### config.mk
export PLATFORM = sky130hd
export DESIGN_NAME = irq_ctrl
export DESIGN_NICKNAME = d
export VERILOG_FILES = /design/src/rtl/irq_ctrl.sv
export SDC_FILE = /design/constraint.sdc
export NUM_CORES = 1
export LEC_CHECK = 0
export ABC_AREA = 1
export BUFFER_PORTS_ARGS = -buffer_cell sky130_fd_sc_hd__buf_2
export CAP_MARGIN = 10
export CORE_ASPECT_RATIO = 1.5
export CORE_MARGIN = 2
export CORE_UTILIZATION = 48
export CTS_BUF_LIST = sky130_fd_sc_hd__clkbuf_2 sky130_fd_sc_hd__clkbuf_4 sky130_fd_sc_hd__clkbuf_8
export CTS_CLUSTER_SIZE = 30
export DETAILED_ROUTE_END_ITERATION = 8
export GPL_TIMING_DRIVEN = 0
export PLACE_DENSITY = 0.92
export SETUP_SLACK_MARGIN = 0.5
export SYNTH_ARGS = -nofsm -noshare
export SYNTH_HDL_FRONTEND = slang
export SYNTH_SLANG_ARGS = --single-unit
### constraint.sdc
create_clock -name i_clk -period 2.6 [get_ports i_clk]
set_input_delay 0.39 -clock i_clk [delete_from_list [all_inputs] [get_ports i_clk]]
set_output_delay 0.39 -clock i_clk [all_outputs]
set_load 0.005 [all_outputs]
### src/rtl/irq_ctrl.sv
// rtl/irq_ctrl.sv - edge-triggered interrupt controller with claim/complete and a software interrupt bit
module irq_ctrl #(
  parameter int NUM_SRC = 4
) (
  input  logic               i_clk,
  input  logic               i_rst,
  input  logic [NUM_SRC-1:0] i_src,
  input  logic               i_req,
  input  logic               i_we,
  input  logic [3:0]         i_addr,
  input  logic [31:0]        i_wdata,
  output logic [31:0]        o_rdata,
  output logic               o_ack,
  output logic               o_external_interrupt,
  output logic               o_software_interrupt
);
  localparam logic [1:0] A_PENDING = 2'd0;
  localparam logic [1:0] A_ENABLE  = 2'd1;
  localparam logic [1:0] A_CLAIM   = 2'd2;
  localparam logic [1:0] A_MSIP    = 2'd3;

  logic [NUM_SRC-1:0] r_src_q;
  logic               r_armed;
  logic [NUM_SRC-1:0] r_pending;
  logic [NUM_SRC-1:0] r_enable;
  logic [NUM_SRC-1:0] r_in_service;
  logic               r_msip;
  logic               r_ack;
  logic [31:0]        r_rdata;
  logic               r_ext_irq;

  logic               w_access;
  logic               w_rd;
  logic               w_wr;
  logic [1:0]         w_word;
  logic [NUM_SRC-1:0] w_edge;
  logic [NUM_SRC-1:0] w_cand;
  logic [NUM_SRC-1:0] w_claim_oh;
  logic [NUM_SRC-1:0] w_cmp_oh;
  logic [NUM_SRC-1:0] w_claim_set;
  logic [NUM_SRC-1:0] w_cmp_clr;
  logic [4:0]         w_claim_id;
  logic [31:0]        w_rdata;
  logic               w_unused;

  assign w_unused = ^i_addr[1:0];
  assign w_word   = i_addr[3:2];
  assign w_access = i_req & ~r_ack;
  assign w_rd     = w_access & ~i_we;
  assign w_wr     = w_access & i_we;

  // r_armed masks the first post-reset edge so a level held high through reset is not an edge
  assign w_edge = i_src & ~r_src_q & {NUM_SRC{r_armed}};
  assign w_cand = r_pending & r_enable & ~r_in_service;

  always_comb begin
    w_claim_id = '0;
    w_claim_oh = '0;
    for (int k = NUM_SRC - 1; k >= 0; k--) begin
      if (w_cand[k]) begin
        w_claim_id    = 5'(k + 1);
        w_claim_oh    = '0;
        w_claim_oh[k] = 1'b1;
      end
    end
  end

  always_comb begin
    w_cmp_oh = '0;
    for (int k = 0; k < NUM_SRC; k++) begin
      if (i_wdata == 32'(k + 1)) w_cmp_oh[k] = 1'b1;
    end
  end

  assign w_claim_set = (w_rd && w_word == A_CLAIM) ? w_claim_oh : '0;
  assign w_cmp_clr   = (w_wr && w_word == A_CLAIM) ? (w_cmp_oh & r_in_service) : '0;

  always_comb begin
    w_rdata = '0;
    case (w_word)
      A_PENDING: w_rdata[NUM_SRC-1:0] = r_pending;
      A_ENABLE:  w_rdata[NUM_SRC-1:0] = r_enable;
      A_CLAIM:   w_rdata[4:0]         = w_claim_id;
      default:   w_rdata[0]           = r_msip;
    endcase
  end

  // a new edge wins over a claim clearing the same pending bit
  always_ff @(posedge i_clk) begin
    if (i_rst) begin
      r_src_q      <= '0;
      r_armed      <= 1'b0;
      r_pending    <= '0;
      r_enable     <= '0;
      r_in_service <= '0;
      r_msip       <= 1'b0;
      r_ack        <= 1'b0;
      r_rdata      <= '0;
      r_ext_irq    <= 1'b0;
    end else begin
      r_src_q      <= i_src;
      r_armed      <= 1'b1;
      r_pending    <= (r_pending & ~w_claim_set) | w_edge;
      r_in_service <= (r_in_service | w_claim_set) & ~w_cmp_clr;
      if (w_wr && w_word == A_ENABLE) r_enable <= i_wdata[NUM_SRC-1:0];
      if (w_wr && w_word == A_MSIP)   r_msip   <= i_wdata[0];
      r_ack        <= w_access;
      r_rdata      <= w_rd ? w_rdata : '0;
      r_ext_irq    <= |w_cand;
    end
  end

  assign o_rdata              = r_rdata;
  assign o_ack                = r_ack;
  assign o_external_interrupt = r_ext_irq;
  assign o_software_interrupt = r_msip;
endmodule

==> results of run 1 <==
worst max-delay path: stages, from the launching register on:
cell	delay, ns
sky130_fd_sc_hd__dfxtp_1	0.32
sky130_fd_sc_hd__nor2_1	0.15
sky130_fd_sc_hd__nand2_1	0.11
sky130_fd_sc_hd__nor3_1	0.39
sky130_fd_sc_hd__inv_1	0.17
sky130_fd_sc_hd__nor2_1	0.13
sky130_fd_sc_hd__nor2_1	0.05
cell usage after synthesis:
master	number	share of area (%)
sky130_fd_sc_hd__a21oi_1	8	2.9
sky130_fd_sc_hd__a22o_1	1	0.64
sky130_fd_sc_hd__a31oi_1	2	0.92
sky130_fd_sc_hd__and2_1	1	0.46
sky130_fd_sc_hd__buf_4	28	15
sky130_fd_sc_hd__clkbuf_1	1	0.27
sky130_fd_sc_hd__clkinv_1	1	0.27
sky130_fd_sc_hd__conb_1	1	0.27
sky130_fd_sc_hd__dfxtp_1	24	35
sky130_fd_sc_hd__inv_1	21	5.8
sky130_fd_sc_hd__inv_2	1	0.27
sky130_fd_sc_hd__nand2_1	37	10
sky130_fd_sc_hd__nand3_1	10	3.7
sky130_fd_sc_hd__nand4_1	2	0.92
sky130_fd_sc_hd__nor2_1	52	14
sky130_fd_sc_hd__nor2_2	4	1.8
sky130_fd_sc_hd__nor2b_1	1	0.46
sky130_fd_sc_hd__nor3_1	5	1.8
sky130_fd_sc_hd__o21ai_0	11	4.0
sky130_fd_sc_hd__or2_2	1	0.46
where the power goes:
| part | switching [W] | internal, W |
|---|---|---|
| sequential | 0.00000716 | 0.000380 |
| combinational | 0.0000592 | 0.0000654 |
| clock | 0.000105 | 0.000103 |
worst min-delay path by stage:
stage / endpoint / slack [ns]
after floorplan: o_rdata[3] / 0.45
after global placement: r_pending[1] / 0.46
after global routing: r_src_q[0] / 0.37
after detailed placement: o_rdata[3] / 0.47
after CTS: r_src_q[1] / 0.34
final: r_src_q[1] / 0.33
layer usage:
metal	wire length, um	share of wire [%]
met1	1030	35
met2	1510	52
met3	282	9.7
met4	75	2.6
met5	0	0
metrics by stage:
stage | hold WS (ns) | total power [W] | utilization [%]
after floorplan | 0.447 | 0.000472 | -
after global placement | 0.464 | 0.000515 | 64.8
after detailed placement | 0.472 | 0.000518 | 64.8
after CTS | 0.338 | 0.000721 | 66.4
after global routing | 0.371 | 0.000757 | 66.4
final | 0.335 | 0.000720 | 66.4
registers in the layout, summed over array words and instances (netlist names):
signal                count
o_external_interrupt      1
r_src_q                   4
o_ack                     1
r_in_service              4
o_rdata                   4
o_software_interrupt      1
r_pending                 4
r_enable                  4
r_armed                   1
logic make-up (layout without fill, tap and decap cells):
kind of cell,count (synthesis),after routing
AND/OR/NAND/NOR,113,113
other,1,28
buffers and inverters,52,103
flip-flops,24,24
AO/OA/AOI/OAI,22,22
final cells by class:
| type | count | area, um^2 |
|---|---|---|
| Buffer | 29 | 214 |
| Clock buffer | 3 | 41.3 |
| Fill cell | 262 | 910 |
| Inverter | 23 | 86.3 |
| Multi-Input combinational cell | 163 | 687 |
| Sequential cell | 24 | 480 |
| Tap cell | 37 | 46.3 |
| Timing Repair Buffer | 48 | 240 |
==> results.md, run 1 <==
- The run finished with clean final reports.
- The total leakage power is 0.954 nW.
- The total congestion overflow after global routing is 0.
- The class of the tightest hold or removal check is primary input to flop.
- From left edge to right edge, the die measures about 48 um.
- Global routing consumed, on the met1 layer, roughly a fifth of the routing resources.
- The setup fix buffers added after clock tree synthesis is 0.
- The top cell types in the final layout, fill and taps aside, are 52 x sky130_fd_sc_hd__nor2_1, 48 x sky130_fd_sc_hd__buf_2, 37 x sky130_fd_sc_hd__nand2_1, 28 x sky130_fd_sc_hd__buf_4, 28 x sky130_fd_sc_hd__conb_1.
- The met2 track demand over resource is 34.2%.
- The synthesized area divided by synthesized cell count is between 6 and 7 um^2.
- The biggest fanout along the worst timing path is 5.
- The number of cells on the worst reg-to-reg path is 6.
- The adder-cell area share of the yosys netlist is 0%.
- Setup total negative slack on the finished layout was measured at 0 ns.
- Setup violations remaining at the end of the flow were counted as 0.
- The number of cells after detailed placement is roughly 320.
- The startpoint kind of the worst setup timing path is a flop.
- The via count of the first global-routing pass was 1211.
- The sink count of the clock tree is 24.
- The startpoint of the most critical register-to-register path is o_ack.
- For this run, the total global-route usage over all layers was measured as 18.6%.
- The hold-critical path depth is 3.
- Synthesis instantiated 20 different standard cells from the library.
- Of the total synthesized cell area, the portion taken by XOR and XNOR cells is 0%.
- After clock tree synthesis, the clock-pin slew on the worst setup and hold paths is approximately 0.07 ns.
- approximately 80 I/O pins were placed.
- The number of failing hold endpoints at the final stage came to 0.
- The die covers roughly 3300 um^2.
- The share of the clock period used by the worst path is ~54%.
- After detailed placement, the total cell area comes to ~1800 um^2.
- The initial antenna violation count is 0.
- The slack of the worst reg-to-reg path is between 1 and 1.5 ns.
- The per-cell routed wire length is roughly 9 um.
- After Yosys synthesis, and, or, nand and nor cells account for between 30 and 40% of the synthesized area.
- In the routed design, unresolved DRC markers number 0.
- The master cell of the clock root buffer is sky130_fd_sc_hd__clkbuf_8.
- The number of antenna cells inserted is 0.
- Across all layers, the routed design uses 1417 vias.
- Clock tree synthesis inserted a total of 3 buffers.
- After the last flow step, the layout net total stands at around 340.
- The number of H-tree levels is 1.
- Hold repair after CTS inserted 0 buffers.
- By area, the combinational part of the netlist is dominated by simple AND/OR/NAND/NOR gates.
- Synthesis inferred 24 register bits.
- The floorplan has 23 rows.
- The final standard cell count with taps included and fillers excluded is approximately 330.
- At the placement stage, the worst setup path has a slack of around 0.98 ns.
- The post-synthesis to final-layout area growth is 31.4%.
- The final weighted congestion in routability-driven placement is slightly below 0.8.
- Entering global routing, the biggest net connects 13 pins.
- At the worst endpoint, the arrival time is between 1.5 and 2 ns.
- Summing the sequential cell areas from Yosys gives 35.2% of the chip area.
- The count of input and output buffers is 48.
- After the first detailed-routing iteration, the DRC count stood at 33.
- The synthesized netlist devotes roughly 8.5% of its cell area to compound gates.
- The total non-filler cell area in the finished layout is 1800 um^2.
- In this run the vertical extent of the chip is ~69 um.
- The post-synthesis instance area is between 1000 and 1500 um^2.
- The destination of the worst register-to-register timing path is r_enable[3].
- The core region is 2710 um^2.
- The most critical setup path has its startpoint at o_ack.
- The count of final max-slew check failures is 0.
- In the synthesized netlist, mux cells make up 0% of the area.
- The most frequent standard cell in the layout excluding fill and tap cells is sky130_fd_sc_hd__nor2_1.
- In this run the power density over the cells is ~400 nW/um^2.
- The worst-skew pair later-pin latency is 0.26 ns.
- The number of instances in the synthesized netlist is 212.
- Once detail routing completed, the nets flagged for antenna violations numbered 0.
- The final period demand of the worst path is about 1.4 ns.
- After detailed routing, the total wire length is ~2900 um.
- The busiest metal layer after global routing is met2.
- The worst ir drop on vdd is between 300 and 400 uV.
- The worst hold path begins at i_src[1].
- The maximum clock frequency is about 700 MHz.
- The worst setup path is captured at a flop.
- The number of buffers on the longest clock path is 2.
- The most critical setup path has its endpoint at r_enable[3].
- The final HPWL from detailed placement is roughly 2400 um.
- The number of warning messages in the yosys log is 0.
- The largest clock skew in the final design is roughly 0.00075 ns.
- For this configuration, the core starts out at a cell density of between 50% and 60%.
- The first global-routing pass estimated approximately 4700 um of wire.
- After layout, the worst setup slack is 1.18 ns.
- The TritonCTS clock tree is built.
- The tool flagged a number of max-cap violations equal to 0.
- The critical path class is flop to flop.
- Once the clock tree was built, the resizer swapped 0 gates to a different size.
- Global routing used approximately 2.3% of the available met3 tracks.
- The number of iterations in the first detailed-routing pass is 5.
- After detailed routing, the number of vias per cell comes to about 4.3.
- Cells with a size suffix above 1 make up between 20 and 30% of the layout.
- The worst endpoint required time is about 2.8 ns.
- Setup repair after global routing left no endpoint under its margin.
Power figures use the tool's default switching activity.
==> run 2: changes to the inputs <==
--- a/config.mk
+++ b/config.mk
@@ -10,12 +10,12 @@
 export CAP_MARGIN = 10
 export CORE_ASPECT_RATIO = 1.5
 export CORE_MARGIN = 2
-export CORE_UTILIZATION = 48
+export CORE_UTILIZATION = 45
 export CTS_BUF_LIST = sky130_fd_sc_hd__clkbuf_2 sky130_fd_sc_hd__clkbuf_4 sky130_fd_sc_hd__clkbuf_8
 export CTS_CLUSTER_SIZE = 30
 export DETAILED_ROUTE_END_ITERATION = 8
 export GPL_TIMING_DRIVEN = 0
-export PLACE_DENSITY = 0.92
+export PLACE_DENSITY = 0.87
 export SETUP_SLACK_MARGIN = 0.5
 export SYNTH_ARGS = -nofsm -noshare
 export SYNTH_HDL_FRONTEND = slang
==> constraint.sdc (replaced) <==
create_clock -name i_clk -period 1.4 [get_ports i_clk]
set_input_delay 0.21 -clock i_clk [delete_from_list [all_inputs] [get_ports i_clk]]
set_output_delay 0.21 -clock i_clk [all_outputs]
set_load 0.005 [all_outputs]
==> results.md, run 2 (synthesis results as in run 1) <==
- The clock-pin slew of the registers on the worst-case setup and hold paths is 0.08 ns.
- After detailed routing, the number of remaining DRC violations is 0.
- The number of buffers on the longest clock path is 2.
- The flow ran to the end, and the final reports show no timing, DRC or antenna violations.
- The count of final max-slew check failures is 0.
- The worst hold path belongs to the class primary input to flop.
- The startpoint of the most critical register-to-register path is o_ack.
- The chip width is between 40 and 50 um.
- At the placement stage, the worst setup path has a slack of around 0.024 ns.
- The worst setup path is launched from a flop.
- The final worst slack is about 0.31 ns.
- From synthesis to final layout, the design area changed by 50.8%.
- The worst-skew pair later-pin latency is ~0.26 ns.
- For the worst flop-to-flop path, the logic depth is 7.
- The slack of the worst reg-to-reg path is slightly above 0.3 ns.
- The hold-critical path depth is 3.
- At the end of the flow the core is filled with cells to 70.7%.
- The maximum clock frequency is ~920 MHz.
- The first global-routing pass estimated 5500 um of wire.
- The top cell types in the final layout, fill and taps aside, are 49 x sky130_fd_sc_hd__nor2_1, 47 x sky130_fd_sc_hd__buf_2, 34 x sky130_fd_sc_hd__buf_4, 29 x sky130_fd_sc_hd__nand2_1, 28 x sky130_fd_sc_hd__conb_1.
- TritonCTS built the clock tree.
- Data arrives at the worst endpoint at between 1 and 1.5 ns.
- The number of max-cap violations is 0.
- The master cell of the clock root buffer is sky130_fd_sc_hd__clkbuf_8.
- 79 I/O pins were placed.
- Setup repair after global routing could not meet its margin everywhere.
- The count of nets left with antenna violations once routing finished came out at 0.
- Buffers placed on the I/O ports in this run total between 40 and 50.
- STA puts the critical path data required time at between 1.5 and 2 ns.
- The via count of the first global-routing pass is between 1000 and 1500.
- The total leakage power is 1.05 nW.
- The most frequent standard cell in the layout excluding fill and tap cells is sky130_fd_sc_hd__nor2_1.
- In this run, the number of DRC markers left after iteration 0 of detailed routing was 44.
- The largest clock skew in the final design is approximately 0.0060 ns.
- Entering global routing, the biggest net connects 14 pins.
- The tree built by TritonCTS fans out to 24 sinks.
- The repair_antennas step left the layout with diodes totalling 0.
- Before antenna repair, the detailed router went through 4 iterations.
- The power per cell area is between 700 and 800 nW/um^2.
- The startpoint of the worst hold path is i_src[0].
- Dividing the detail-routed wire length by the instance count gives between 9 and 10 um.
- Summed over all nets, the half-perimeter wirelength after detailed placement is about 2500 um.
- The number of clock buffers inserted by TritonCTS is 3.
- The final period demand of the worst path is ~1.1 ns.
- The destination of the worst register-to-register timing path is r_in_service[1].
- VDD sags by at most 726 uV.
- The initial antenna violation count is 0.
- The final number of setup-violating endpoints is 0.
- The proportion of layout cells with a drive suffix above 1 is between 40% and 50%.
- The cell row count is 24.
- The die covers between 3000 and 4000 um^2.
- After detailed routing, the number of vias per cell comes to around 4.4.
- The total congestion overflow after global routing is 0.
- The starting utilization of the core area is 46.9%.
- The die extent in y is between 70 and 80 um.
- The biggest fanout along the worst timing path is 3.
- The via total after detailed routing is around 1500.
- The aggregate routed wire length is between 3000 and 4000 um.
- The total area inside the core boundary comes to 2910 um^2.
- The worst hold path terminates at r_src_q[0].
- The total negative setup slack is 0 ns.
- The number of nets in the finished design is around 350.
- Global routing used between 10% and 20% of the available tracks.
- The worst setup path is captured at a flop.
- In this run the number of H-tree levels came out at 1.
- The worst setup path is of the flop to flop kind.
- The number of failing hold endpoints at the final stage is 0.
- The share of the clock period used by the worst path is just under 80%.
- At the end of routability-driven placement, the weighted congestion stood at ~0.80.
-- run 2: changes by cell type in the layout (fill, tap and decap cells not counted), sizes merged --
cell,previous run,this run
buf,76,85
clkbuf,4,5
-- run 2: area by class of cell --
type	count	area [um^2]
plain buffers	29	214
flip-flops and latches	24	495
inverters	23	86.3
repair buffers	57	325
well taps	39	48.8
fillers	256	852
multi-input cells	163	836
clock buffers	4	55.1
-- run 2: what timing repair did --
action,in CTS,in global routing
pin swaps,6,8
setup buffers,8,1
resized for setup,26,23
cloned,0,0
hold endpoints to repair,0,0
endpoints found under the setup margin,19,25
hold buffers,0,0
-- run 2: metrics by stage --
stage / instances / power [W] / hold WS, ns / cell area (um^2)
global placement: 326 / 0.000966 / 0.424 / 1800
detailed placement: 326 / 0.000971 / 0.430 / 1800
global route: 339 / 0.00153 / 0.157 / 2060
floorplan: 239 / 0.000883 / 0.326 / 1510
CTS: 338 / 0.00144 / 0.157 / 1970
finish: 339 / 0.00144 / 0.155 / 2060
-- run 2: worst max-delay path by stage --
stage / start / to / slack [ns] / cells after the start
6_report: o_ack / r_in_service[1] / 0.31 / 7
4_1_cts: o_ack / r_in_service[3] / 0.28 / 8
3_5_place_dp: i_addr[3] / r_in_service[3] / 0.02 / 10
3_3_place_gp: i_addr[3] / r_in_service[3] / 0.06 / 10
5_1_grt: o_ack / r_enable[0] / 0.22 / 6
2_1_floorplan: o_ack / r_in_service[3] / 0.38 / 8
-- run 2: worst max-delay path: stages, from the launching register on --
cell                      delay (ns)
sky130_fd_sc_hd__dfxtp_2        0.34
sky130_fd_sc_hd__nor2_4         0.12
sky130_fd_sc_hd__nand2_4        0.08
sky130_fd_sc_hd__nor2_4         0.17
sky130_fd_sc_hd__nand2_2        0.08
sky130_fd_sc_hd__nand2_2        0.06
sky130_fd_sc_hd__nand2_1        0.04
sky130_fd_sc_hd__a21oi_1        0.11
-- run 2: power breakdown --
group	switching [W]	internal, W
Combinational	0.000129	0.000135
Clock	0.000203	0.000250
Sequential	0.0000181	0.000707
Total	0.000351	0.00109
-- run 2: routing by layer --
metal,wire length (um),part of all wire [%],vias up,global-route usage (%)
li1,-,-,779,-
met1,1250,37,636,19.3
met2,1800,53,76,37.6
met3,228,6.8,10,2.50
met4,91,2.7,0,12.4
met5,0,0,-,0
